--- config.mk ---
export PLATFORM = sky130hd
export DESIGN_NAME = accel_job_scheduler
export DESIGN_NICKNAME = d
export VERILOG_FILES = /design/src/rtl/accel_job_scheduler.sv
export SDC_FILE = /design/constraint.sdc
export NUM_CORES = 1
export LEC_CHECK = 0
export CAP_MARGIN = 25
export CORE_ASPECT_RATIO = 1.1
export CORE_MARGIN = 2
export CORE_UTILIZATION = 60
export CTS_CLUSTER_DIAMETER = 100
export DETAILED_ROUTE_END_ITERATION = 12
export GPL_TIMING_DRIVEN = 0
export MAX_ROUTING_LAYER = met4
export PLACE_DENSITY_LB_ADDON = 0.05
export SLEW_MARGIN = 10
export SYNTH_ARGS = -nofsm -noshare
export SYNTH_HDL_FRONTEND = slang
export SYNTH_SLANG_ARGS = --single-unit
export TNS_END_PERCENT = 5
--- constraint.sdc ---
create_clock -name clk -period 6.8 [get_ports clk]
set_input_delay 1.7 -clock clk [delete_from_list [all_inputs] [get_ports clk]]
set_output_delay 1.7 -clock clk [all_outputs]
set_load 0.05 [all_outputs]
--- src/rtl/accel_job_scheduler.sv ---
// In-order job queue feeding the FFT and crypto accelerators through start/done
// handshakes, with a register-bus front end, completion counter and level interrupt.
module accel_job_scheduler #(
  parameter int DEPTH  = 8,
  parameter int CNT_W  = 4,
  parameter int DONE_W = 8
) (
  input  logic        clk,
  input  logic        rst_n,
  input  logic        bus_valid,
  input  logic        bus_write,
  input  logic [18:0] bus_addr,
  input  logic [18:0] bus_wdata,
  output logic [18:0] bus_rdata,
  output logic        fft_start,
  output logic [17:0] fft_cfg,
  input  logic        fft_done,
  output logic        crypto_start,
  output logic [17:0] crypto_cfg,
  input  logic        crypto_done,
  output logic        irq
);

  localparam int AW = (DEPTH > 1) ? $clog2(DEPTH) : 1;

  typedef enum logic [1:0] {S_IDLE, S_START, S_BUSY} acc_state_t;

  acc_state_t        fft_state, crypto_state;
  logic [18:0]       mem [DEPTH];
  logic [AW-1:0]     wr_ptr, rd_ptr;
  logic [CNT_W-1:0]  count;
  logic              overflow, irq_en;
  logic [DONE_W-1:0] done_count, done_next;
  logic [DONE_W:0]   done_sum;
  logic [1:0]        done_inc;
  logic [18:0]       head, status;
  logic              wr_acc, rd_acc, empty, full, push_req, push, pop;
  logic              pop_fft, pop_crypto, fft_fin, crypto_fin, clr_done;
  logic              unused_addr;

  assign unused_addr = ^bus_addr[18:2];

  assign wr_acc   = bus_valid & bus_write;
  assign rd_acc   = bus_valid & ~bus_write;
  assign empty    = (count == '0);
  assign full     = (count == CNT_W'(DEPTH));
  assign push_req = wr_acc & (bus_addr[1:0] == 2'd0);
  assign push     = push_req & ~full;
  assign clr_done = wr_acc & (bus_addr[1:0] == 2'd2);

  // Strict head-of-line dispatch: a busy target stalls the whole queue.
  assign head       = mem[rd_ptr];
  assign pop        = ~empty & (head[18] ? (crypto_state == S_IDLE) : (fft_state == S_IDLE));
  assign pop_fft    = pop & ~head[18];
  assign pop_crypto = pop & head[18];

  assign fft_fin    = (fft_state == S_BUSY) & fft_done;
  assign crypto_fin = (crypto_state == S_BUSY) & crypto_done;

  always_ff @(posedge clk) begin
    if (push) mem[wr_ptr] <= bus_wdata;
  end

  always_ff @(posedge clk or negedge rst_n) begin
    if (!rst_n) begin
      wr_ptr   <= '0;
      rd_ptr   <= '0;
      count    <= '0;
      overflow <= 1'b0;
    end else begin
      if (push) wr_ptr <= wr_ptr + AW'(1);
      if (pop)  rd_ptr <= rd_ptr + AW'(1);
      count <= count + CNT_W'(push) - CNT_W'(pop);
      if (push_req && full)
        overflow <= 1'b1;
      else if (wr_acc && bus_addr[1:0] == 2'd1 && bus_wdata[4])
        overflow <= 1'b0;
    end
  end

  always_ff @(posedge clk or negedge rst_n) begin
    if (!rst_n) begin
      fft_state <= S_IDLE;
      fft_start <= 1'b0;
      fft_cfg   <= '0;
    end else begin
      case (fft_state)
        S_IDLE: if (pop_fft) begin
          fft_state <= S_START;
          fft_start <= 1'b1;
          fft_cfg   <= head[17:0];
        end
        S_START: begin
          fft_state <= S_BUSY;
          fft_start <= 1'b0;
        end
        S_BUSY: if (fft_done) fft_state <= S_IDLE;
        default: begin
          fft_state <= S_IDLE;
          fft_start <= 1'b0;
        end
      endcase
    end
  end

  always_ff @(posedge clk or negedge rst_n) begin
    if (!rst_n) begin
      crypto_state <= S_IDLE;
      crypto_start <= 1'b0;
      crypto_cfg   <= '0;
    end else begin
      case (crypto_state)
        S_IDLE: if (pop_crypto) begin
          crypto_state <= S_START;
          crypto_start <= 1'b1;
          crypto_cfg   <= head[17:0];
        end
        S_START: begin
          crypto_state <= S_BUSY;
          crypto_start <= 1'b0;
        end
        S_BUSY: if (crypto_done) crypto_state <= S_IDLE;
        default: begin
          crypto_state <= S_IDLE;
          crypto_start <= 1'b0;
        end
      endcase
    end
  end

  // Clear is applied first so a coinciding completion still counts.
  always_comb begin
    done_inc  = {1'b0, fft_fin} + {1'b0, crypto_fin};
    done_sum  = {1'b0, (clr_done ? '0 : done_count)} + (DONE_W+1)'(done_inc);
    done_next = done_sum[DONE_W] ? '1 : done_sum[DONE_W-1:0];
  end

  always_ff @(posedge clk or negedge rst_n) begin
    if (!rst_n) begin
      done_count <= '0;
      irq_en     <= 1'b0;
      irq        <= 1'b0;
    end else begin
      done_count <= done_next;
      if (wr_acc && bus_addr[1:0] == 2'd3) irq_en <= bus_wdata[0];
      irq <= irq_en & (done_count != '0);
    end
  end

  always_comb begin
    status = '0;
    status[0] = empty;
    status[1] = full;
    status[2] = (fft_state != S_IDLE);
    status[3] = (crypto_state != S_IDLE);
    status[4] = overflow;
    status[5 +: CNT_W] = count;
    bus_rdata = '0;
    if (rd_acc) begin
      case (bus_addr[1:0])
        2'd1:    bus_rdata = status;
        2'd2:    bus_rdata = 19'(done_count);
        2'd3:    bus_rdata = {18'b0, irq_en};
        default: bus_rdata = '0;
      endcase
    end
  end

endmodule

==> results of run 1 <==
[cells by family after synthesis]
kind of cell	share of synthesized area
DFF	0.706
and+or+nand+nor	0.0600
AOI/OAI and AO/OA	0.0466
muxes	0.123
buffers and inverters	0.0381
adders and majority gates	0.0176
xor gates and xnor gates	0.00806
other	0.000431
[layout make-up]
class | count | area (µm²) | area share
Multi-Input combinational cell | 268 | 2290 | 0.217
Timing Repair Buffer | 82 | 861 | 0.0817
Tap cell | 192 | 240 | 0.0228
Buffer | 32 | 275 | 0.0261
Clock buffer | 31 | 626 | 0.0593
Inverter | 15 | 56.3 | 0.00534
Sequential cell | 215 | 6140 | 0.582
Clock inverter | 6 | 52.6 | 0.00498
[flip-flops by register name, summed over array words and instances, names as in the netlist]
signal	cells
mem	152
done_count	8
count	4
fft_start	1
fft_cfg	18
wr_ptr	3
fft_state	2
crypto_start	1
crypto_state	2
rd_ptr	3
irq	1
irq_en	1
overflow	1
crypto_cfg	18
[placed cells by master, fill, tap and decap left out, types with 3 or more instances in the layout]
cell type        count
xnor2_1              5
clkdlybuf4s50_1     73
nand3_1              3
conb_1              10
dfrtp_1             63
inv_1               15
nor2_1              31
clkinv_1             3
o21ai_0             18
nor3_2               3
clkbuf_16           23
ha_1                 9
a21oi_1             23
clkbuf_1             9
buf_6                9
mux2i_1             22
mux4_2              36
o21ai_1             12
nand2_1             38
nor2b_1              5
buf_4               15
and3_1               3
nand4_1              3
buf_2                7
nand2b_1             5
xor2_1               3
a22oi_1              6
buf_12               3
edfxtp_1           152
nor2_2               4
[cell usage after synthesis, types with 3 or more instances]
master	number	area share
buf_2	7	0.0040
nor2b_1	5	0.0036
xnor2_1	5	0.0050
buf_12	3	0.0069
o21ai_0	18	0.010
nand4_1	3	0.0022
clkbuf_1	3	0.0013
o21ai_1	12	0.0069
a21oi_1	23	0.013
and3_1	3	0.0022
dfrtp_1	63	0.18
nor2_1	37	0.016
buf_6	7	0.0091
nand3_1	3	0.0017
edfxtp_1	152	0.52
inv_1	15	0.0065
ha_1	9	0.013
mux2i_1	22	0.025
mux4_2	36	0.093
xor2_1	3	0.0030
buf_4	12	0.010
nand2b_1	5	0.0036
nor3_1	3	0.0017
nand2_1	38	0.016
a22oi_1	6	0.0052
[routing by layer]
| layer | routed length, µm | share of wire | track usage | up-vias |
|---|---|---|---|---|
| met5 | 0 | 0 | - | - |
| met4 | 273 | 0.016 | 0.0588 | 0 |
| li1 | - | - | - | 2171 |
| met2 | 9040 | 0.51 | 0.418 | 167 |
| met3 | 1160 | 0.066 | 0.0376 | 28 |
| met1 | 7090 | 0.40 | 0.308 | 2422 |
[how the worst max path moves through the flow]
stage	start	to	slack [ns]
after floorplan	bus_addr[0]	bus_rdata[3]	2.17
after global placement	bus_valid	mem[0][12]	0.49
after detailed placement	bus_addr[0]	bus_rdata[3]	1.15
after CTS	bus_addr[0]	bus_rdata[2]	1.14
after global routing	bus_addr[0]	bus_rdata[2]	1.02
final	bus_addr[0]	bus_rdata[2]	1.15
[metrics by stage]
| step | util | total power [mW] | hold WS (ns) | instance area, µm² |
|---|---|---|---|---|
| after global routing | 0.739 | 5.11 | 0.532 | 10500 |
| after detailed placement | 0.691 | 3.78 | 0.469 | 9860 |
| after global placement | 0.680 | 3.70 | 0.461 | 9710 |
| final | 0.739 | 4.87 | 0.477 | 10500 |
| after floorplan | - | 3.17 | 0.485 | 8730 |
| after CTS | 0.739 | 4.92 | 0.482 | 10500 |
[where the power goes]
group / total (mW) / leakage (nW) / internal, mW / switching [mW]
logic: 1.99 / 1.45 / 0.806 / 1.19
registers: 1.74 / 2.12 / 1.61 / 0.138
clock network: 1.14 / 0.332 / 0.675 / 0.461
total: 4.87 / 3.90 / 3.09 / 1.79
[critical path, stage by stage]
cell and delay, ns:
clkdlybuf4s50_1 0.58, nor2b_1 0.16, clkbuf_1 0.32, o21ai_0 0.16, a21oi_1 0.19, clkdlybuf4s50_1 0.83
==> flow_metrics.py, run 1 <==
metrics = {
    "final_layout": {
        "syn_to_final_growth_pct": 21.3,
        "fill_cells": 914,
        "nets": 692,
        "fin_cells": 841,
        "diodes": 0,
        "drive_above_1_share": 0.186,
    },
    "sta": {
        "fin_crit_ns": 5.65,
        "slew_violations": 0,
        "maxSlewHeadroom": 0.467,
        "timing.final.ws_setup_ns": 1.15,
        "finalCritPeriodShare": 0.830,
        "finalSetupViolCount": 0,
        "clock_skew_ns": 0.0136,
        "tns_ns": 0,
        "final_hold_viol_count": 0,
        "rsz0062_at_grt": "false",
        "worst_pin_slew_ns": 0.798,
        "fmax_mhz": 177,
    },
    "route": {
        "drtIter0Drc": 470,
        "totalWireLength_um": 17600,
        "drt-wirelength-per-cell_um": 20.9,
        "num_vias": 4788,
        "drt_first_pass_iters": 5,
        "viasPerCell": 5.69,
        "ant_nets": 0,
        "drc": 0,
    },
    "setup_path": {
        "r2r_end": "count[2]",
        "critPathRequiredTime_ns": 5.10,
        "crit_arrival_ns": 3.95,
        "worst-r2r-setup-slack_ns": 3.98,
        "criticalPathCategory": "primary input to primary output",
        "r2r-start": "count[2]",
        "critPathLaunchType": "primary input",
        "r2r_cells": 13,
        "crit_path_max_fanout": 8,
        "worstSetupEndpointType": "primary output",
    },
    "clock_network": {
        "tritoncts": "built",
        "clock-root-buffer": "clkbuf_16",
        "clk_latency_ns": 0.50,
        "cts_setup_buffers": 0,
        "cts_sinks": 215,
        "cts_max_level": 1,
        "clockBufferDepth": 3,
        "cts_made_buffers": 23,
        "hold_buffers": 0,
        "cts_resized": 0,
        "clk_pin_slew_ns": 0.06,
    },
    "hold_path": {
        "min_path_type": "flip-flop to flip-flop",
        "holdPathEnd": "crypto_cfg[12]",
        "min_from": "crypto_cfg[12]",
        "worstHoldPathCells": 2,
    },
    "status": {
        "outcome": "finished clean",
    },
    "global_route": {
        "track_usage": 0.242,
        "grt_max_degree": 64,
        "grt_pass1_vias": 4879,
        "overflow": 0,
        "antenna_found_initial": 0,
        "grt_pass1_wl_um": 27200,
    },
    "die": {
        "io_pins": 102,
        "num_rows": 46,
        "die_h_um": 130,
        "fp.dieW_um": 119,
        "die_area_mm2": 0.0155,
        "coreArea_mm2": 0.0143,
        "start_util": 0.609,
    },
    "yosys": {
        "ys_types": 47,
        "seq_area_frac_synth": 0.706,
        "synth_edf_count": 152,
        "ys.flop_type": "edfxtp_1",
        "async_reset_ff_frac": 0.293,
        "ys_ff_latch": 215,
        "synth_cells": 521,
        "syn-cell-area_mm2": 0.00869,
        "syn_avg_cell_area_um2": 16.7,
        "yosysWarnings": 0,
    },
    "placed_design": {
        "place_inst": 804,
        "port_buffers": 74,
        "dp_slack_ns": 1.15,
        "hpwl_um": 11600,
        "gp_congestion": 0.870,
    },
    "run": {
        "drv_cap": 0,
    },
    "pwr": {
        "peakVddDrop_mv": 0.259,
        "total_leakage_power_nw": 3.90,
        "power_density_mw_per_mm2": 462,
    },
}
Power figures use the tool's default switching activity.
==> run 2, diff against run 1 <==
--- a/config.mk
+++ b/config.mk
@@ -8,7 +8,7 @@
 export CAP_MARGIN = 25
 export CORE_ASPECT_RATIO = 1.1
 export CORE_MARGIN = 2
-export CORE_UTILIZATION = 60
+export CORE_UTILIZATION = 56
 export CTS_CLUSTER_DIAMETER = 100
 export DETAILED_ROUTE_END_ITERATION = 12
 export GPL_TIMING_DRIVEN = 0
==> constraint.sdc (replaced) <==
create_clock -name clk -period 5.7 [get_ports clk]
set_input_delay 1.425 -clock clk [delete_from_list [all_inputs] [get_ports clk]]
set_output_delay 1.425 -clock clk [all_outputs]
set_load 0.05 [all_outputs]
==> run 2 against run 1 <==
Against the previous run:
- non-clock buffer count did not move
- clock-buffer cell count fell by 3
- clock skew fell by 0.0010 ns
- cell area rose by 0.20%
==> flow_metrics.py, run 2 (same netlist as run 1, synthesis figures left out) <==
metrics = {
    "placed_design": {
        "gp_congestion": 0.839,
        "hpwl_um": 11500,
        "place_inst": 808,
        "port_buffers": 74,
        "dp_slack_ns": 0.635,
    },
    "hold_path": {
        "min_from": "crypto_cfg[12]",
        "min_path_type": "flip-flop to flip-flop",
    },
    "route": {
        "drtIter0Drc": 393,
        "drt-wirelength-per-cell_um": 20.6,
        "num_vias": 4717,
        "drt_first_pass_iters": 4,
        "drc": 0,
        "ant_nets": 0,
        "viasPerCell": 5.56,
        "totalWireLength_um": 17400,
    },
    "final_layout": {
        "nets": 692,
        "mostFrequentLayoutCell": "edfxtp_1",
        "reg_top3": "mem (152), crypto_cfg (18), fft_cfg (18)",
        "top_register": "mem",
        "largest_register_ffs": 152,
        "fill_cells": 1028,
        "syn_to_final_growth_pct": 21.5,
        "fin_cells": 849,
        "drive_above_1_share": 0.191,
        "final_cell_mix": "152 x edfxtp_1, 73 x clkdlybuf4s50_1, 63 x dfrtp_1",
        "diodes": 0,
    },
    "clock_network": {
        "cts_setup_buffers": 0,
        "clk_pin_slew_ns": 0.06,
        "cts_max_level": 1,
        "clock-root-buffer": "clkbuf_16",
        "hold_buffers": 0,
        "cts_sinks": 215,
        "cts_made_buffers": 23,
        "tritoncts": "built",
        "clockBufferDepth": 3,
        "cts_resized": 0,
        "clk_latency_ns": 0.50,
    },
    "setup_path": {
        "critPathLaunchType": "primary input",
        "critPathMostFrequentCell": "clkdlybuf4s50_1",
        "worst-r2r-setup-slack_ns": 2.85,
        "critPathRequiredTime_ns": 4.28,
        "crit_chain": "clkdlybuf4s50_1 -> nor2b_1 -> clkbuf_1 -> o21ai_0 -> a21oi_1 -> clkdlybuf4s50_1",
        "slowest_delay_ns": 0.82,
        "r2r-start": "count[2]",
        "slowest_stage": "clkdlybuf4s50_1",
        "crit_arrival_ns": 3.66,
        "crit_path_max_fanout": 8,
        "worstSetupEndpointType": "primary output",
        "criticalPathCategory": "primary input to primary output",
        "startpoint": "bus_addr[0]",
    },
    "die": {
        "io_pins": 102,
        "start_util": 0.575,
        "fp.dieW_um": 123,
        "die_area_mm2": 0.0165,
        "num_rows": 47,
        "coreArea_mm2": 0.0151,
        "die_h_um": 135,
    },
    "global_route": {
        "grt_max_degree": 64,
        "grt_pass1_wl_um": 27400,
        "overflow": 0,
        "antenna_found_initial": 0,
        "grt_pass1_vias": 4849,
        "track_usage": 0.230,
    },
    "sta": {
        "slew_violations": 0,
        "worst_pin_slew_ns": 0.824,
        "maxSlewHeadroom": 0.448,
        "rsz0062_at_grt": "false",
        "timing.final.ws_setup_ns": 0.614,
        "finalSetupViolCount": 0,
        "fin_crit_ns": 5.09,
        "clock_skew_ns": 0.0126,
        "fmax_mhz": 197,
        "finalCritPeriodShare": 0.892,
        "final_hold_viol_count": 0,
    },
    "pwr": {
        "peakVddDrop_mv": 0.345,
        "p_total_mw": 5.82,
        "total_leakage_power_nw": 3.91,
        "power_density_mw_per_mm2": 551,
    },
    "status": {
        "outcome": "finished clean",
    },
    "run": {
        "drv_cap": 0,
    },
}
-- run 2: metal layers --
layer | global-route usage | wire (µm) | vias up | share of wire
met1 | 0.308 | 7520 | 2371 | 0.43
met5 | - | 0 | - | 0
met4 | 0.0549 | 274 | 0 | 0.016
met2 | 0.371 | 8740 | 138 | 0.50
met3 | 0.0401 | 911 | 22 | 0.052
li1 | - | - | 2186 | -
-- run 2: path summary, 6_finish.rpt --
| check | to | cells past startpoint |
|---|---|---|
| setup / recovery | bus_rdata[2] | 6 |
| hold / removal | crypto_cfg[12] | 2 |
| setup reg to reg | count[1] | 13 |
| hold reg to reg | crypto_cfg[12] | 2 |
| max in group asynchronous | fft_cfg[12] | 1 |
| min in group asynchronous | done_count[4] | 1 |
-- run 2: per-stage QoR --
step	util	setup TNS (ns)	hold WS [ns]	cell area, µm²
global route	0.699	0	0.513	10600
floorplan	-	0	0.485	8730
global placement	0.643	-13.46	0.464	9710
CTS	0.699	0	0.489	10600
detailed placement	0.653	0	0.476	9870
finish	0.699	0	0.481	10600
-- run 2: final cells by class --
cell class / instances / area (µm²) / area share
sequential: 215 / 6140 / 0.581
multi-input combinational: 268 / 2290 / 0.217
timing repair buffer: 82 / 861 / 0.0815
tap: 196 / 245 / 0.0232
buffer: 32 / 275 / 0.0261
clock inverter: 13 / 90.1 / 0.00853
clock buffer: 28 / 604 / 0.0572
inverter: 15 / 56.3 / 0.00533
-- run 2: worst max-delay path, delay by kind of cell --
family                 cells  cell delay [ns]
AND/OR/NAND/NOR            1             0.16
buffers and inverters      3             1.74
AO/OA/AOI/OAI              2             0.34
-- run 2: report_power, final --
part           internal (mW)  switching, mW
logic                  0.963           1.41
clock network          0.797          0.571
registers               1.92          0.162
total                   3.68           2.14
==> run 3, diff against run 2 <==
--- a/config.mk
+++ b/config.mk
@@ -9,7 +9,6 @@
 export CORE_ASPECT_RATIO = 1.1
 export CORE_MARGIN = 2
 export CORE_UTILIZATION = 56
-export CTS_CLUSTER_DIAMETER = 100
 export DETAILED_ROUTE_END_ITERATION = 12
 export GPL_TIMING_DRIVEN = 0
 export MAX_ROUTING_LAYER = met4
==> results of run 3 <==
Final layout, timing and power as in run 2 (identical DEF).
==> RTL edit 1: new RTL, config.mk and constraints of run 3 <==
The output `irq` loses its register stage (`irq` becomes a continuous assignment).
--- a/src/rtl/accel_job_scheduler.sv
+++ b/src/rtl/accel_job_scheduler.sv
@@ -139,13 +139,13 @@
     if (!rst_n) begin
       done_count <= '0;
       irq_en     <= 1'b0;
-      irq        <= 1'b0;
     end else begin
       done_count <= done_next;
       if (wr_acc && bus_addr[1:0] == 2'd3) irq_en <= bus_wdata[0];
-      irq <= irq_en & (done_count != '0);
     end
   end
+
+  assign irq = irq_en & (done_count != '0);
 
   always_comb begin
     status = '0;
Behaviour: not the same (a bounded check fails within 10 cycles, from zero or initial values and one cycle with rst_n low).
==> RTL edit 1 against run 3 <==
Via count grew 1.9%; sequential cell count shrank 1; clock power grew 7%; cell area shrank 0.11%; wire length up 0.30%; area after synthesis shrank 0.29%; power grew 1.3%; worst setup slack improved by 0.039 ns.
==> RTL edit 1: results (changes against run 3) <==
[status]
status = finished, final reports clean

[placement]
dp_cells = 807  ; -0.12%
placed_area_um2 = 9810  ; -0.58%
dpl.hpwl_um = 11600  ; +0.98%

[pwr]
p_int_mw = 3.74  ; +1.8%
p_leak_nw = 3.91  ; about the same
ir_drop_v = 0.000283  ; -18%

[final_layout]
seq_area_um2 = 6120  ; -0.41%
nFlopsAndLatches = 214  ; -0.47%
nFillCells = 977  ; -5.0%
nets = 691  ; -0.14%
clk_share_pct = 7.02  ; +0.45 points
drive_gt1_share_pct = 19.3  ; +0.15 points
bufAreaShareNonClock_pct = 10.5  ; -0.30 points
nClkBuffers = 27  ; -3.6%

[route]
drt_iter0_drc = 396  ; +0.76%
dr.pass1.iters = 5  ; +1
wire_per_inst_um = 20.6  ; +0.30%
via_per_inst = 5.66  ; +1.9%

[synth]
synth_common_cells = edfxtp_1 (152), dfrtp_1 (62), nand2_1 (38)
ys_async_sr_fraction_pct = 29.0  ; -0.33 points
synth_seq_area_share_pct = 70.5  ; -0.085 points
yosys-top-cells-area = edfxtp_1 (53%), dfrtp_1 (18%), mux4_2 (9.4%)

[timing]
slew_headroom_pct = 41.4  ; -3.4 points

[grt]
track_usage_pct = 22.8  ; -0.16 points

[setup_path]
critPathArrivalTime_ns = 3.62  ; -0.04 ns

-- RTL edit 1: cell types whose count changed in the layout (fill, tap and decap cells not counted), sizes merged --
| cell | change |
|---|---|
| bufinv | +2 |
| clkbuf | -1 |
| clkinv | -1 |
| dfrtp | -1 |
| inv | +1 |
-- RTL edit 1: kinds of logic after synthesis --
| kind of cell | share of synthesized area (%) |
|---|---|
| flops | 70.5 |
| simple gates | 6.02 |
| compound gates | 4.68 |
| mux | 12.3 |
| buf+inv | 3.82 |
| fa+ha+maj | 1.76 |
| xor+xnor | 0.808 |
| other cells | 0.0433 |
-- RTL edit 1: power groups by stage --
stage	Clock, mW	Sequential (mW)	Combinational, mW
2_1_floorplan	0	2.51	1.25
3_3_place_gp	0	2.08	2.32
3_5_place_dp	0	2.10	2.39
4_1_cts	1.48	2.07	2.39
5_1_grt	1.54	2.10	2.55
6_report	1.46	2.07	2.37
-- RTL edit 1: metrics by stage --
step	setup slack (ns)	util, %	TNS [ns]	hold slack (ns)
floorplan	1.62	-	0	0.485
global placement	-0.315	64.1	-11.07	0.464
detailed placement	0.676	64.9	0	0.478
CTS	0.661	69.8	0	0.490
global route	0.515	69.8	0	0.530
finish	0.653	69.8	0	0.485
-- RTL edit 1: path summary, 6_finish.rpt --
check | end | start | slack [ns]
max | bus_rdata[3] | bus_addr[0] | 0.65
min | crypto_cfg[10] | crypto_cfg[10] | 0.49
max reg2reg | count[2] | count[2] | 2.91
min reg2reg | crypto_cfg[10] | crypto_cfg[10] | 0.49
max in group asynchronous | fft_cfg[16] | rst_n | 4.19
min in group asynchronous | done_count[1] | rst_n | 1.00
-- RTL edit 1: metal layers --
metal,wire (µm),global-route usage (%),up-vias
li1,-,-,2174
met1,7580,31.4,2470
met3,887,3.34,20
met5,0,-,-
met4,238,5.81,0
met2,8790,36.5,144
==> RTL edit 2: new RTL, config.mk and constraints of run 3 <==
Made on the original files. Change the parameter `CNT_W` from 4 to 5.
--- a/src/rtl/accel_job_scheduler.sv
+++ b/src/rtl/accel_job_scheduler.sv
@@ -2,7 +2,7 @@
 // handshakes, with a register-bus front end, completion counter and level interrupt.
 module accel_job_scheduler #(
   parameter int DEPTH  = 8,
-  parameter int CNT_W  = 4,
+  parameter int CNT_W  = 5,
   parameter int DONE_W = 8
 ) (
   input  logic        clk,
Function: same outputs for any inputs over 4 cycles, from zero or initial values and one cycle with rst_n low; that may be too few to reach the edited logic, so the function may still have changed.
==> RTL edit 2 against run 3 <==
Register-to-register slack got worse by 0.51 ns; highest routed layer unchanged; cell area increased by 0.24%; wire length up 4.3%; area after synthesis shrank 0.36%; power rose by 1.2%; non-clock buffer count up 3; critical path depth unchanged; sequential cell count increased by 1; clock power increased by 4%; worst setup slack worse by 0.023 ns.
==> RTL edit 2: results (changes against run 3) <==
[status]
status = finished, final reports clean

[final_layout]
nets = 699  ; +1.0%
multi_input_area_share_pct = 22.1  ; +0.39 points
drive_gt1_share_pct = 18.7  ; -0.48 points
clk_share_pct = 6.96  ; +0.39 points
inverters = 13  ; -2
nClkBuffers = 29  ; +3.6%
buffers = 117  ; +2.6%

[timing]
fin_skew_ns = 0.0171  ; +0.00450 ns
worst_slew_pin_slew_ns = 0.899  ; +0.0750 ns

[synth]
synth_seq_area_share_pct = 71.2  ; +0.54 points
ys_async_sr_fraction_pct = 29.6  ; +0.33 points

[route]
vias = 4933  ; +4.6%
route.final.wire_length_um = 18200  ; +4.3%

[pwr]
ir_drop_v = 0.000435  ; +26%
p_sw_mw = 2.21  ; +3.4%
p_leak_nw = 3.89  ; -0.52%
p_int_mw = 3.67  ; -0.12%
clock_net_power_mw = 1.43  ; +4%

[placement]
gp_congestion = 0.815  ; -2.9%
dpl.hpwl_um = 11800  ; +3.3%

[clocking]
cts_num_sinks = 216  ; +0.47%

[grt]
track_usage_pct = 23.9  ; +0.94 points
grt_pass1_wl_um = 28300  ; +3.6%

[setup_path]
path_max_fanout = 9  ; +1

==> RTL edit 2: changes by cell type after synthesis, sizes merged, moves of 3 or more <==
cell | before | now
nand3 | 3 | 6
inv | 15 | 12
buf | 29 | 25
clkbuf | 3 | 6
==> RTL edit 2: metrics by stage <==
| step | instance area, µm² | hold WS, ns |
|---|---|---|
| 2_1_floorplan | 8690 | 0.469 |
| 6_report | 10600 | 0.480 |
| 5_1_grt | 10600 | 0.523 |
| 4_1_cts | 10600 | 0.483 |
| 3_5_place_dp | 9850 | 0.470 |
| 3_3_place_gp | 9690 | 0.465 |
==> RTL edit 2: critical path, stage by stage <==
cell             delay, ns
clkdlybuf4s50_1       0.59
nor2b_1               0.16
clkbuf_1              0.36
o21ai_0               0.17
a21oi_1               0.16
clkdlybuf4s50_1       0.82
==> RTL edit 2: worst paths after layout <==
path	start	to	slack, ns	cells past startpoint
max	bus_addr[0]	bus_rdata[3]	0.59	6
min	crypto_cfg[3]	crypto_cfg[3]	0.48	2
max reg2reg	count[2]	count[4]	2.34	15
min reg2reg	crypto_cfg[3]	crypto_cfg[3]	0.48	2
max in group asynchronous	rst_n	fft_cfg[13]	4.13	1
min in group asynchronous	rst_n	done_count[5]	1.03	1
==> RTL edit 2: layer usage <==
layer	global-route usage, %	vias to the layer above	routed length [µm]
li1	-	2208	-
met5	-	-	0
met3	3.72	25	1120
met2	38.1	181	8940
met1	32.9	2519	7810
met4	5.87	0	333
==> RTL edit 2: cell families (layout without fill, tap and decap cells) <==
family,count (synthesis),count (layout),synth area share (%)
buf+inv,44,171,2.76
other cells,1,9,0.0433
compound gates,67,67,4.53
mux,61,61,12.3
xor+xnor,10,10,1.01
fa+ha+maj,12,12,1.91
simple gates,113,113,6.28
flops,216,216,71.2
